<file path="src/rtl/compare_arbiter.sv">
// compare_arbiter
//   Shares one combinational signed 4-bit compare unit among NREQ requesters.
//   A transaction walks IDLE -> BUSY -> RESP -> IDLE: the winner's operands are
//   latched on the IDLE exit edge, presented to the shared unit during BUSY, and
//   the unit's answer is registered and returned, tagged with the requester
//   index, over a valid/ready response port.
//
//   Build option: define CMP_ARB_FIXED_PRIO_EN to replace round-robin
//   arbitration with fixed priority (lowest set req index wins, no pointer).
//
//   Response handshake: rsp_valid rises on the edge that closes BUSY and stays
//   high, with rsp_id/rsp_data unchanged, until a rising edge on which
//   rsp_ready is also high; that edge completes the transfer and drops
//   rsp_valid. rsp_ready may be held low indefinitely (no timeout).
//
//   fsm_state exposes the controller state (0 IDLE, 1 BUSY, 2 RESP) for
//   observation; it carries no functional meaning for the requesters.

module compare_arbiter #(
  parameter  int NREQ = 4,
  localparam int IDW  = $clog2(NREQ)
) (
  input  logic              clk,
  input  logic              reset,
  input  logic [NREQ-1:0]   req,
  input  logic [4*NREQ-1:0] a_bus,
  input  logic [4*NREQ-1:0] b_bus,
  input  logic [2*NREQ-1:0] op_bus,
  output logic [NREQ-1:0]   gnt,
  output logic [3:0]        cmp_a,
  output logic [3:0]        cmp_b,
  output logic [1:0]        cmp_op,
  input  logic [3:0]        cmp_result,
  output logic              rsp_valid,
  input  logic              rsp_ready,
  output logic [IDW-1:0]    rsp_id,
  output logic [3:0]        rsp_data,
  output logic [1:0]        fsm_state
);

  typedef enum logic [1:0] {
    IDLE = 2'd0,
    BUSY = 2'd1,
    RESP = 2'd2
  } state_t;

  state_t state_q;
  state_t state_d;

  // Control strobes decoded from the FSM for the datapath registers.
  logic take;    // IDLE edge with a winner: latch operands, raise gnt
  logic finish;  // BUSY edge: capture result, drop gnt, raise rsp_valid
  logic retire;  // RESP edge with rsp_ready: response consumed

  // Arbitration result for the current cycle.
  logic           win_found;
  logic [IDW-1:0] win_id;
  logic [NREQ-1:0] win_onehot;

  // Operands of the current winner, selected from the request buses.
  logic [3:0] sel_a;
  logic [3:0] sel_b;
  logic [1:0] sel_op;

  // Latched transaction context; drives the shared compare unit.
  logic [3:0]     lat_a;
  logic [3:0]     lat_b;
  logic [1:0]     lat_op;
  logic [IDW-1:0] lat_id;

  // Lowest set request index overall; used directly under fixed priority and
  // as the wrap-around candidate under round-robin.
  logic           lo_found;
  logic [IDW-1:0] lo_id;

`ifdef CMP_ARB_FIXED_PRIO_EN

  // Fixed priority: the lowest set request index always wins.
  always_comb begin
    lo_found = 1'b0;
    lo_id    = '0;
    for (int i = NREQ - 1; i >= 0; i--) begin
      if (req[i]) begin
        lo_found = 1'b1;
        lo_id    = IDW'(i);
      end
    end
    win_found = lo_found;
    win_id    = lo_id;
  end

`else

  // Round-robin pointer: index of the most recent winner. Reset to NREQ-1 so
  // the search after reset starts at index 0.
  logic [IDW-1:0] ptr;

  // Candidates strictly above the pointer, searched before wrapping around.
  logic           hi_found;
  logic [IDW-1:0] hi_id;

  // Round-robin search: the first set request above ptr wins; if none is
  // above ptr, the search wraps and the lowest set request wins.
  always_comb begin
    lo_found = 1'b0;
    lo_id    = '0;
    hi_found = 1'b0;
    hi_id    = '0;
    for (int i = NREQ - 1; i >= 0; i--) begin
      if (req[i]) begin
        lo_found = 1'b1;
        lo_id    = IDW'(i);
        if (i > int'(ptr)) begin
          hi_found = 1'b1;
          hi_id    = IDW'(i);
        end
      end
    end
    win_found = lo_found;
    win_id    = hi_found ? hi_id : lo_id;
  end

  // Pointer advances to the winner on every accepted request.
  always_ff @(posedge clk or posedge reset) begin
    if (reset) begin
      ptr <= IDW'(NREQ - 1);
    end else if (take) begin
      ptr <= win_id;
    end
  end

`endif

  assign win_onehot = {{(NREQ - 1){1'b0}}, 1'b1} << win_id;

  // Operand mux: pull the winner's A, B and opcode out of the packed buses.
  always_comb begin
    sel_a  = '0;
    sel_b  = '0;
    sel_op = '0;
    for (int i = 0; i < NREQ; i++) begin
      if (win_id == IDW'(i)) begin
        sel_a  = a_bus[4*i +: 4];
        sel_b  = b_bus[4*i +: 4];
        sel_op = op_bus[2*i +: 2];
      end
    end
  end

  // State register.
  always_ff @(posedge clk or posedge reset) begin
    if (reset) begin
      state_q <= IDLE;
    end else begin
      state_q <= state_d;
    end
  end

  // Next-state and strobe decode. Requests are only looked at in IDLE, so a
  // request arriving during BUSY or RESP simply waits.
  always_comb begin
    state_d = state_q;
    take    = 1'b0;
    finish  = 1'b0;
    retire  = 1'b0;
    case (state_q)
      IDLE: begin
        if (win_found) begin
          take    = 1'b1;
          state_d = BUSY;
        end
      end
      BUSY: begin
        finish  = 1'b1;
        state_d = RESP;
      end
      RESP: begin
        if (rsp_ready) begin
          retire  = 1'b1;
          state_d = IDLE;
        end
      end
      default: begin
        state_d = IDLE;
      end
    endcase
  end

  // Transaction datapath: operand/id latch, grant pulse, response registers.
  always_ff @(posedge clk or posedge reset) begin
    if (reset) begin
      lat_a     <= '0;
      lat_b     <= '0;
      lat_op    <= '0;
      lat_id    <= '0;
      gnt       <= '0;
      rsp_valid <= 1'b0;
      rsp_id    <= '0;
      rsp_data  <= '0;
    end else begin
      if (take) begin
        lat_a  <= sel_a;
        lat_b  <= sel_b;
        lat_op <= sel_op;
        lat_id <= win_id;
        gnt    <= win_onehot;
      end
      if (finish) begin
        gnt       <= '0;
        rsp_valid <= 1'b1;
        rsp_id    <= lat_id;
        rsp_data  <= cmp_result;
      end
      if (retire) begin
        rsp_valid <= 1'b0;
      end
    end
  end

  // The shared unit always sees the last latched operands; they only change
  // when a new request is accepted.
  assign cmp_a     = lat_a;
  assign cmp_b     = lat_b;
  assign cmp_op    = lat_op;
  assign fsm_state = state_q;

endmodule
</file>
<file path="config.mk">
export PLATFORM = sky130hd
export DESIGN_NAME = compare_arbiter
export DESIGN_NICKNAME = d
export VERILOG_FILES = /design/src/rtl/compare_arbiter.sv
export SDC_FILE = /design/constraint.sdc
export NUM_CORES = 1
export LEC_CHECK = 0
export BUFFER_PORTS_ARGS = -buffer_cell sky130_fd_sc_hd__buf_4
export CAP_MARGIN = 20
export CORE_UTILIZATION = 49
export DETAILED_ROUTE_END_ITERATION = 8
export GPL_TIMING_DRIVEN = 0
export PLACE_DENSITY = 0.93
export SYNTH_ARGS = -nofsm -noshare
export SYNTH_HDL_FRONTEND = slang
export SYNTH_SLANG_ARGS = --single-unit
</file>
<file path="constraint.sdc">
create_clock -name clk -period 4.1 [get_ports clk]
set_input_delay 0.615 -clock clk [delete_from_list [all_inputs] [get_ports clk]]
set_output_delay 0.615 -clock clk [all_outputs]
set_load 0.05 [all_outputs]
</file>
==> results.toml, run 1 <==
[run_status]
status = "complete, no violations"

[detailed_routing]
vias = 1571
routed_wirelength_um = 4410
final_antenna_net_count = 0
drc = 0
routedWlPerCell_um = 15.4
vias_per_cell = 5.47
drt_pre_antenna_iters = 4
drt_first_iter_violations = 56

[timing]
slew_headroom = 0.672
tightestPinTransition_ns = 0.492
holdWs_ns = 0.325
period_share = 0.444
setup-tns-final_ns = 0
min_period_ns = 1.82
finalSetupViolations = 0
drv_slew = 0
rsz0062_at_grt = "no"
hold_viol_final = 0
fin_skew_ns = 0.00343
fmax_ghz = 0.549

[floorplanning]
io_pins = 74
num_rows = 19
initial_core_util = 0.536
die-area_um2 = 3380
core_area_um2 = 2880
die_w_um = 58.1
die_h_um = 58.1

[cts]
clk_pin_slew_ns = 0.15
cts.sinks = 27
post_cts_resize_count = 0
cts_tree = "built"
cts.root.buffer_cell = "clkbuf_4"
clockBufferDepth = 2
cts_made_buffers = 3
postCtsHoldBufs = 0
htreeDepth = 1
cts_setup_buffers = 0
clk_latency_ns = 0.34

[global_routing]
grt_max_degree = 28
antenna_found_initial = 0
grt-ovfl-total = 0
track_usage = 0.280
grt_pass1_wl_um = 7110
grt_pass1_vias = 1540

[yosys]
ys_seq_area_frac = 0.440
syn-instance-count = 169
synth_edf_count = 0
synth_top_family_by_area = "compound AO/OA/AOI/OAI gates"
synthTopCellsByCount = "25 x a21oi_1, 25 x dfrtp_1, 17 x nor2_1"
synth_cell_types = 35
synthXorXnorAreaFrac = 0
synth_area_leader_cell = "dfrtp_1"
synth_area_per_cell_um2 = 9.13
syn_nets = 220
ys_dominant_reg_cell = "dfrtp_1"
synth_top_cell_area_share = 0.406
synth_compound_area_frac = 0.311
synthSimpleGateAreaFrac = 0.101
syn_area_um2 = 1540
synth_warnings = 0
ys_seq_elements = 27
synth_fa_ha_area_frac = 0
synthMuxAreaShare = 0.0649
ys_top_cells_by_area = "dfrtp_1 41%, a21oi_1 8.1%, o221ai_1 5.1%"
synthArstFlopShare = 1.00

[critical_path]
r2r-start = "ptr[1]$_DFFE_PP1P_"
end_kind = "flip-flop"
r2r_slack_ns = 2.28
required_ns = 4.35
worstSetupStartpointType = "flip-flop"
worstRegToRegCells = 6
arrival_ns = 2.07
r2r-end = "cmp_a[1]$_DFFE_PP0P_"
crit_type = "reg2reg"
crit_fanout = 10

[worst_hold_path]
min_path_type = "in2async"

[place]
portBuffers = 71
place_congestion = 0.876
dp.cells = 282
hpwl_um = 3230

[layout]
fin_cells = 287
area_growth_pct = 41.7
drive_gt1_frac = 0.412
n_antenna_cell = 0
final_nets = 297
nFillCells = 233
multi_input_area_um2 = 736
ff_latch_area_um2 = 678

[power]
ir_drop_uv = 531
comb_power_share = 0.664
seq_power_share = 0.269
p_per_area_nw_per_um2 = 833
internal_power_w = 0.000860
power_leakage_nw = 1.05
p_sw_frac = 0.528
clockPowerShare = 0.067
total_power_w = 0.00182
p_sw_w = 0.000961

[job]
maxCapViolCount = 0
kinds of logic after synthesis:
logic type             Yosys count
AOI/OAI and AO/OA               72
and+or+nand+nor                 34
buffers and inverters           28
DFF                             27
muxes                            8
registers in the layout (all words and copies together), names as in the netlist:
| name | count |
|---|---|
| ptr | 2 |
| cmp_a | 4 |
| fsm_state | 2 |
| cmp_b | 4 |
| lat_id | 2 |
| cmp_op | 2 |
| rsp_data | 4 |
| gnt | 4 |
| rsp_id | 2 |
| rsp_valid | 1 |
layout make-up:
cell class | instances | share of cell area
sequential | 27 | 0.310
tap | 42 | 0.0240
multi-input combinational | 114 | 0.337
clock buffer | 3 | 0.0103
timing repair buffer | 72 | 0.256
clock inverter | 1 | 0.00343
inverter | 15 | 0.0258
buffer | 13 | 0.0332
through the flow:
| stage | cell area, um2 | worst slack [ns] | utilization |
|---|---|---|---|
| after floorplan | 1540 | 2.36 | - |
| after global placement | 2130 | 2.16 | 0.740 |
| after detailed placement | 2130 | 2.15 | 0.740 |
| after CTS | 2160 | 2.28 | 0.750 |
| after global routing | 2190 | 2.13 | 0.760 |
| final | 2190 | 2.28 | 0.760 |
per-layer routing:
layer	share of wire	track usage	vias up
met5	0	0	-
met4	0.012	0.119	0
met3	0.062	0.0446	6
met2	0.52	0.486	69
met1	0.40	0.345	732
li1	-	-	764
power by group through the flow:
stage | Clock [W] | Combinational, W | Sequential (W)
3_3_place_gp | 0 | 0.00117 | 0.000481
3_5_place_dp | 0 | 0.00120 | 0.000489
5_1_grt | 0.000133 | 0.00130 | 0.000500
2_1_floorplan | 0 | 0.000482 | 0.000860
4_1_cts | 0.000123 | 0.00121 | 0.000486
6_report | 0.000123 | 0.00121 | 0.000489
cells in the final DEF, fill, tap and decap left out, types with 2 or more instances in the layout:
cell type,synthesis,final
a21o_1,3,3
a21oi_1,25,25
buf_2,7,7
buf_4,4,75
clkbuf_1,2,2
clkbuf_4,0,3
dfrtp_1,25,25
dfstp_2,2,2
inv_1,14,14
mux2_2,6,6
nand2_1,5,5
nand2b_1,3,3
nand3_1,3,3
nor2_1,17,17
nor2b_1,2,2
o211ai_1,9,9
o21ai_0,2,2
o21ai_1,14,14
o221ai_1,9,9
critical path, stage by stage, from the launching register on:
cell      delay (ns)
dfstp_2         0.57
buf_4           0.18
mux2i_4         0.40
o21ai_1         0.11
nor2_2          0.22
a221oi_2        0.09
a21o_1          0.16
worst max path at each step:
stage / cells past startpoint / slack (ns) / from / to
4_1_cts: 6 / 2.28 / ptr[1]$_DFFE_PP1P_ / cmp_a[1]$_DFFE_PP0P_
5_1_grt: 6 / 2.13 / ptr[0]$_DFFE_PP1P_ / cmp_b[3]$_DFFE_PP0P_
3_3_place_gp: 7 / 2.16 / req[3] / cmp_op[1]$_DFFE_PP0P_
2_1_floorplan: 7 / 2.36 / req[3] / cmp_a[2]$_DFFE_PP0P_
6_report: 6 / 2.28 / ptr[1]$_DFFE_PP1P_ / cmp_a[1]$_DFFE_PP0P_
3_5_place_dp: 7 / 2.15 / req[3] / cmp_a[2]$_DFFE_PP0P_
No activity file was read; power rests on OpenSTA's default activity.
==> run 2: changes to the inputs <==
- ABC_AREA: not set -> 1
- CORE_UTILIZATION: 49 -> 46
- PLACE_DENSITY: 0.93 -> 0.88
- clock period: 4.1 -> 1.9 ns (I/O delays scaled with it)
==> run 2 against run 1 <==
Die area grew 7.6%. Critical endpoint unchanged. Final cell count increased by 14%. Non-clock buffer count is 1 lower. Clock skew rose by 0.0014 ns. Critical path depth is 2 higher. Hold slack lost 0.20 ns. Sequential share of layout area is 0.68 points lower.
==> results.toml, run 2 <==
[cts]
cts_made_buffers = 3
post_cts_resize_count = 0
cts_setup_buffers = 0
clockBufferDepth = 2
postCtsHoldBufs = 0
cts.sinks = 27
cts_tree = "built"
clk_latency_ns = 0.33
clk_pin_slew_ns = 0.16
cts.root.buffer_cell = "clkbuf_4"
htreeDepth = 1

[floorplanning]
io_pins = 74
die_h_um = 60.3
initial_core_util = 0.500
num_rows = 20
die-area_um2 = 3630
die_w_um = 60.3
core_area_um2 = 3130

[yosys]
synthTopCellsByCount = "62 x nand2_1, 26 x nand3_1, 25 x dfrtp_1"
synth_area_leader_cell = "dfrtp_1"
synth_warnings = 0
yosysMostFrequentCell = "nand2_1"
ys_dominant_reg_cell = "dfrtp_1"
ys_top_cells_by_area = "dfrtp_1 40%, nand2_1 15%, nand3_1 8.3%"
syn-instance-count = 203
ys_seq_elements = 27
ys_seq_area_frac = 0.434
synth_area_per_cell_um2 = 7.70
synthArstFlopShare = 1.00
syn_area_um2 = 1560
synth_cell_types = 24
synth_top_cell_area_share = 0.400
synth_edf_count = 0
syn_nets = 254

[detailed_routing]
drc = 0
routed_wirelength_um = 4170
vias_per_cell = 4.95
vias = 1615
drt_first_iter_violations = 74
final_antenna_net_count = 0
routedWlPerCell_um = 12.8
drt_pre_antenna_iters = 4

[critical_path]
worstSetupStartpointType = "flip-flop"
end_kind = "flip-flop"
crit_type = "reg2reg"
arrival_ns = 1.93
required_ns = 2.18
crit_fanout = 10

[worst_hold_path]
min_path_type = "in2reg"

[global_routing]
track_usage = 0.240
grt_max_degree = 28
grt-ovfl-total = 0
grt_pass1_vias = 1481
antenna_found_initial = 0
grt_pass1_wl_um = 6380

[power]
total_power_w = 0.00398
p_per_area_nw_per_um2 = 1780
ir_drop_uv = 954
power_leakage_nw = 1.21

[layout]
final_nets = 334
final_common_cell = "buf_4"
drive_gt1_frac = 0.376
most-common-layout-cells = "74 x buf_4, 62 x nand2_1, 26 x nand3_1"
area_growth_pct = 43.0
stdcell_area_um2 = 2230
n_antenna_cell = 0
nFillCells = 257

[timing]
period_share = 0.867
drv_slew = 0
fin_skew_ns = 0.00480
min_period_ns = 1.65
tightestPinTransition_ns = 0.433
finalSetupViolations = 0
fmax_ghz = 0.607
rsz0062_at_grt = "no"
setup_slack_ns = 0.252
hold_viol_final = 0
slew_headroom = 0.712
setup-tns-final_ns = 0

[place]
post_dp_cell_area_um2 = 2170
place_congestion = 0.796
hpwl_um = 3210
portBuffers = 73
dp_slack_ns = 0.338

[job]
maxCapViolCount = 0

[run_status]
status = "complete, no violations"
run 2: cell count changes after synthesis, sizes merged, moves of 4 or more:
cell	change
nand2	+63
a21oi	-24
nand3	+24
o221ai	-10
o211ai	-9
nand4	+7
o21bai	+7
mux2	-6
nor2	+6
o21ai	-5
buf	-4
run 2: layout make-up:
type | instances | area [um2] | share of cell area
multi-input cells | 150 | 743 | 0.333
inverters | 17 | 63.8 | 0.0286
flip-flops and latches | 27 | 678 | 0.303
plain buffers | 9 | 77.6 | 0.0347
repair buffers | 75 | 586 | 0.262
well taps | 44 | 55.1 | 0.0246
clock buffers | 3 | 22.5 | 0.0101
clock inverters | 1 | 8.76 | 0.00392
run 2: power breakdown:
group          switching (W)  internal [W]  total (W)
combinational        0.00180      0.000887    0.00268
clock               0.000185     0.0000860   0.000271
sequential          0.000155      0.000866    0.00102
total                0.00214       0.00184    0.00398
run 2: kinds of logic (layout without fill, tap and decap cells):
family	after synthesis	in the layout	share of synthesized area
DFF	27	27	0.434
and+or+nand+nor	128	128	0.369
buffers and inverters	26	105	0.0905
AOI/OAI and AO/OA	22	22	0.106
run 2: worst paths after layout:
path	to	cells past startpoint	slack [ns]	startpoint
max	cmp_a[1]$_DFFE_PP0P_	8	0.25	ptr[0]$_DFFE_PP1P_
min	fsm_state[1]$_DFFE_PP0P_	2	0.13	rsp_ready
max reg2reg	cmp_a[1]$_DFFE_PP0P_	8	0.25	ptr[0]$_DFFE_PP1P_
min reg2reg	rsp_data[1]$_DFFE_PP0P_	2	0.50	rsp_data[1]$_DFFE_PP0P_
max in group asynchronous	ptr[1]$_DFFE_PP1P_	4	0.94	reset
min in group asynchronous	cmp_a[2]$_DFFE_PP0P_	3	0.45	reset
run 2: layer usage:
layer / vias up / GRT usage / routed length [um]
li1: 813 / - / -
met1: 730 / 0.288 / 1760
met2: 62 / 0.416 / 2040
met3: 10 / 0.0455 / 268
met4: 0 / 0.103 / 100
met5: - / 0 / 0
run 2: metrics by stage:
stage          std cells  utilization  hold WS (ns)
2_1_floorplan        203            -         0.336
3_3_place_gp         320        0.692         0.457
3_5_place_dp         320        0.692         0.461
4_1_cts              324        0.702         0.122
5_1_grt              326        0.714         0.118
6_report             326        0.714         0.127
run 2: critical path, cell delays in order (launching register included):
cell	delay, ns
dfstp_2	0.57
nor2_1	0.05
nand2_2	0.20
inv_1	0.06
a21oi_1	0.31
nand3_1	0.11
nand3_1	0.13
nand2_1	0.07
nand2_1	0.07
==> run 3: changes to the inputs <==
- CELL_PAD_IN_SITES_DETAIL_PLACEMENT: not set -> 0
- CELL_PAD_IN_SITES_GLOBAL_PLACEMENT: not set -> 2
- CORE_UTILIZATION: 46 -> 24
- PLACE_DENSITY: 0.88 -> 0.87
==> run 3 against run 2 <==
Sequential share of layout area shrank 0.79 points. Clock power grew 32%. Non-clock buffer count stayed put. Setup slack worse by 0.048 ns. Clock skew is 0.0030 ns higher. Maximum frequency is 2.8% lower. Via count decreased by 1.2%. Highest routed layer unchanged. Register-to-register slack got worse by 0.05 ns. Critical path type unchanged. Hold slack better by 0.053 ns.
==> results.toml, run 3 (same netlist as run 2, synthesis figures left out) <==
[place]
place_congestion = 0.832
hpwl_um = 3530
portBuffers = 73

[job]
maxCapViolCount = 0

[timing]
finalSetupViolations = 0
fin_skew_ns = 0.00784
holdWs_ns = 0.180
slew_headroom = 0.694
drv_slew = 0
period_share = 0.892
tightestPinTransition_ns = 0.457
rsz0062_at_grt = "no"
setup-tns-final_ns = 0
hold_viol_final = 0
fmax_ghz = 0.590
min_period_ns = 1.70

[detailed_routing]
drt_first_iter_violations = 68
drt_pre_antenna_iters = 4
routed_wirelength_um = 4620
routedWlPerCell_um = 12.9
drc = 0
vias_per_cell = 4.45
final_antenna_net_count = 0
vias = 1596

[floorplanning]
num_rows = 29
initial_core_util = 0.248
die_w_um = 82.7
die-area_um2 = 6840
core_area_um2 = 6310
die_h_um = 82.7
io_pins = 74

[critical_path]
worstSetupStartpointType = "flip-flop"
end_kind = "flip-flop"
cpMostUsedCell = "nand2_1"
crit_type = "reg2reg"
slowest_stage = "dfstp_2"
arrival_ns = 1.92
slowest_delay_ns = 0.56
crit_fanout = 10
critPathTopFamily = "flip-flops"
cp_cell_sequence = "nor2_1, nand2_2, inv_1, a21oi_1, o21ai_0, nand2_1, nand2_1, nand2_1"
critical_path_buf_inv_count = 1
required_ns = 2.12

[layout]
n_antenna_cell = 0
final_nets = 334
final_common_cell = "buf_4"
multi_input_area_um2 = 743
area_growth_pct = 46.8
nFillCells = 686
ff_latch_area_um2 = 678
most-common-layout-cells = "74 x buf_4, 62 x nand2_1, 26 x nand3_1"
drive_gt1_frac = 0.376

[power]
ir_drop_uv = 682
comb_power_share = 0.663
internal_power_w = 0.00191
p_sw_w = 0.00218
clockPowerShare = 0.087
p_per_area_nw_per_um2 = 1780
power_leakage_nw = 1.21
p_sw_frac = 0.533
total_power_w = 0.00409
seq_power_share = 0.250

[global_routing]
grt_pass1_vias = 1462
grt_max_degree = 28
antenna_found_initial = 0
grt-ovfl-total = 0
grt_pass1_wl_um = 7010
track_usage = 0.137

[cts]
cts.root.buffer_cell = "clkbuf_8"
post_cts_resize_count = 0
cts_tree = "built"
cts_made_buffers = 3
cts.sinks = 27
clk_latency_ns = 0.28
htreeDepth = 1
clk_pin_slew_ns = 0.11
clockBufferDepth = 2

[worst_hold_path]
min_path_type = "in2reg"

[run_status]
status = "complete, no violations"
-- run 3: metrics by stage --
stage	area (um2)	util	setup slack (ns)	std cells
after global routing	2290	0.363	0.0239	359
after detailed placement	2210	0.350	0.206	353
final	2290	0.363	0.205	359
after global placement	2210	0.350	0.216	353
after floorplan	1560	-	0.311	203
after CTS	2260	0.358	0.172	357
-- run 3: timing repair --
item                                   4_1_cts  5_1_grt
endpoints found under the hold margin        0        4
setup buffers                                0        0
hold buffers                                 0        1
-- run 3: routing by layer --
metal	track usage	up-vias	wire [um]
li1	-	813	-
met1	0.189	719	2100
met2	0.225	59	2180
met3	0.0110	5	273
met4	0.0414	0	59
met5	0	-	0
-- run 3: worst reg2reg max path, stage by stage, from the launching register on --
cell and delay, ns:
dfstp_2 0.56, nor2_1 0.05, nand2_2 0.22, inv_1 0.07, a21oi_1 0.37, o21ai_0 0.16
nand2_1 0.09, nand2_1 0.05, nand2_1 0.07
-- run 3: final cells by class --
class	count	area share
multi-input combinational	150	0.324
sequential	27	0.296
timing repair buffer	75	0.255
tap	77	0.0420
buffer	9	0.0338
inverter	17	0.0278
clock buffer	3	0.0180
clock inverter	1	0.00382
-- run 3: worst paths after layout --
| check | from | end | slack (ns) | cells past startpoint |
|---|---|---|---|---|
| setup / recovery | ptr[1]$_DFFE_PP1P_ | cmp_op[0]$_DFFE_PP0P_ | 0.20 | 8 |
| hold / removal | rsp_ready | fsm_state[1]$_DFFE_PP0P_ | 0.18 | 2 |
| setup reg to reg | ptr[1]$_DFFE_PP1P_ | cmp_op[0]$_DFFE_PP0P_ | 0.20 | 8 |
| hold reg to reg | rsp_data[0]$_DFFE_PP0P_ | rsp_data[0]$_DFFE_PP0P_ | 0.48 | 2 |
| max in group asynchronous | reset | ptr[0]$_DFFE_PP1P_ | 0.94 | 4 |
| min in group asynchronous | reset | cmp_a[1]$_DFFE_PP0P_ | 0.49 | 3 |
-- run 3: power by group through the flow --
stage	sequential (W)	combinational, W	clock, W
global route	0.00106	0.00297	0.000389
global placement	0.00103	0.00270	0
detailed placement	0.00104	0.00273	0
CTS	0.00103	0.00273	0.000364
floorplan	0.00180	0.00116	0
finish	0.00102	0.00271	0.000357
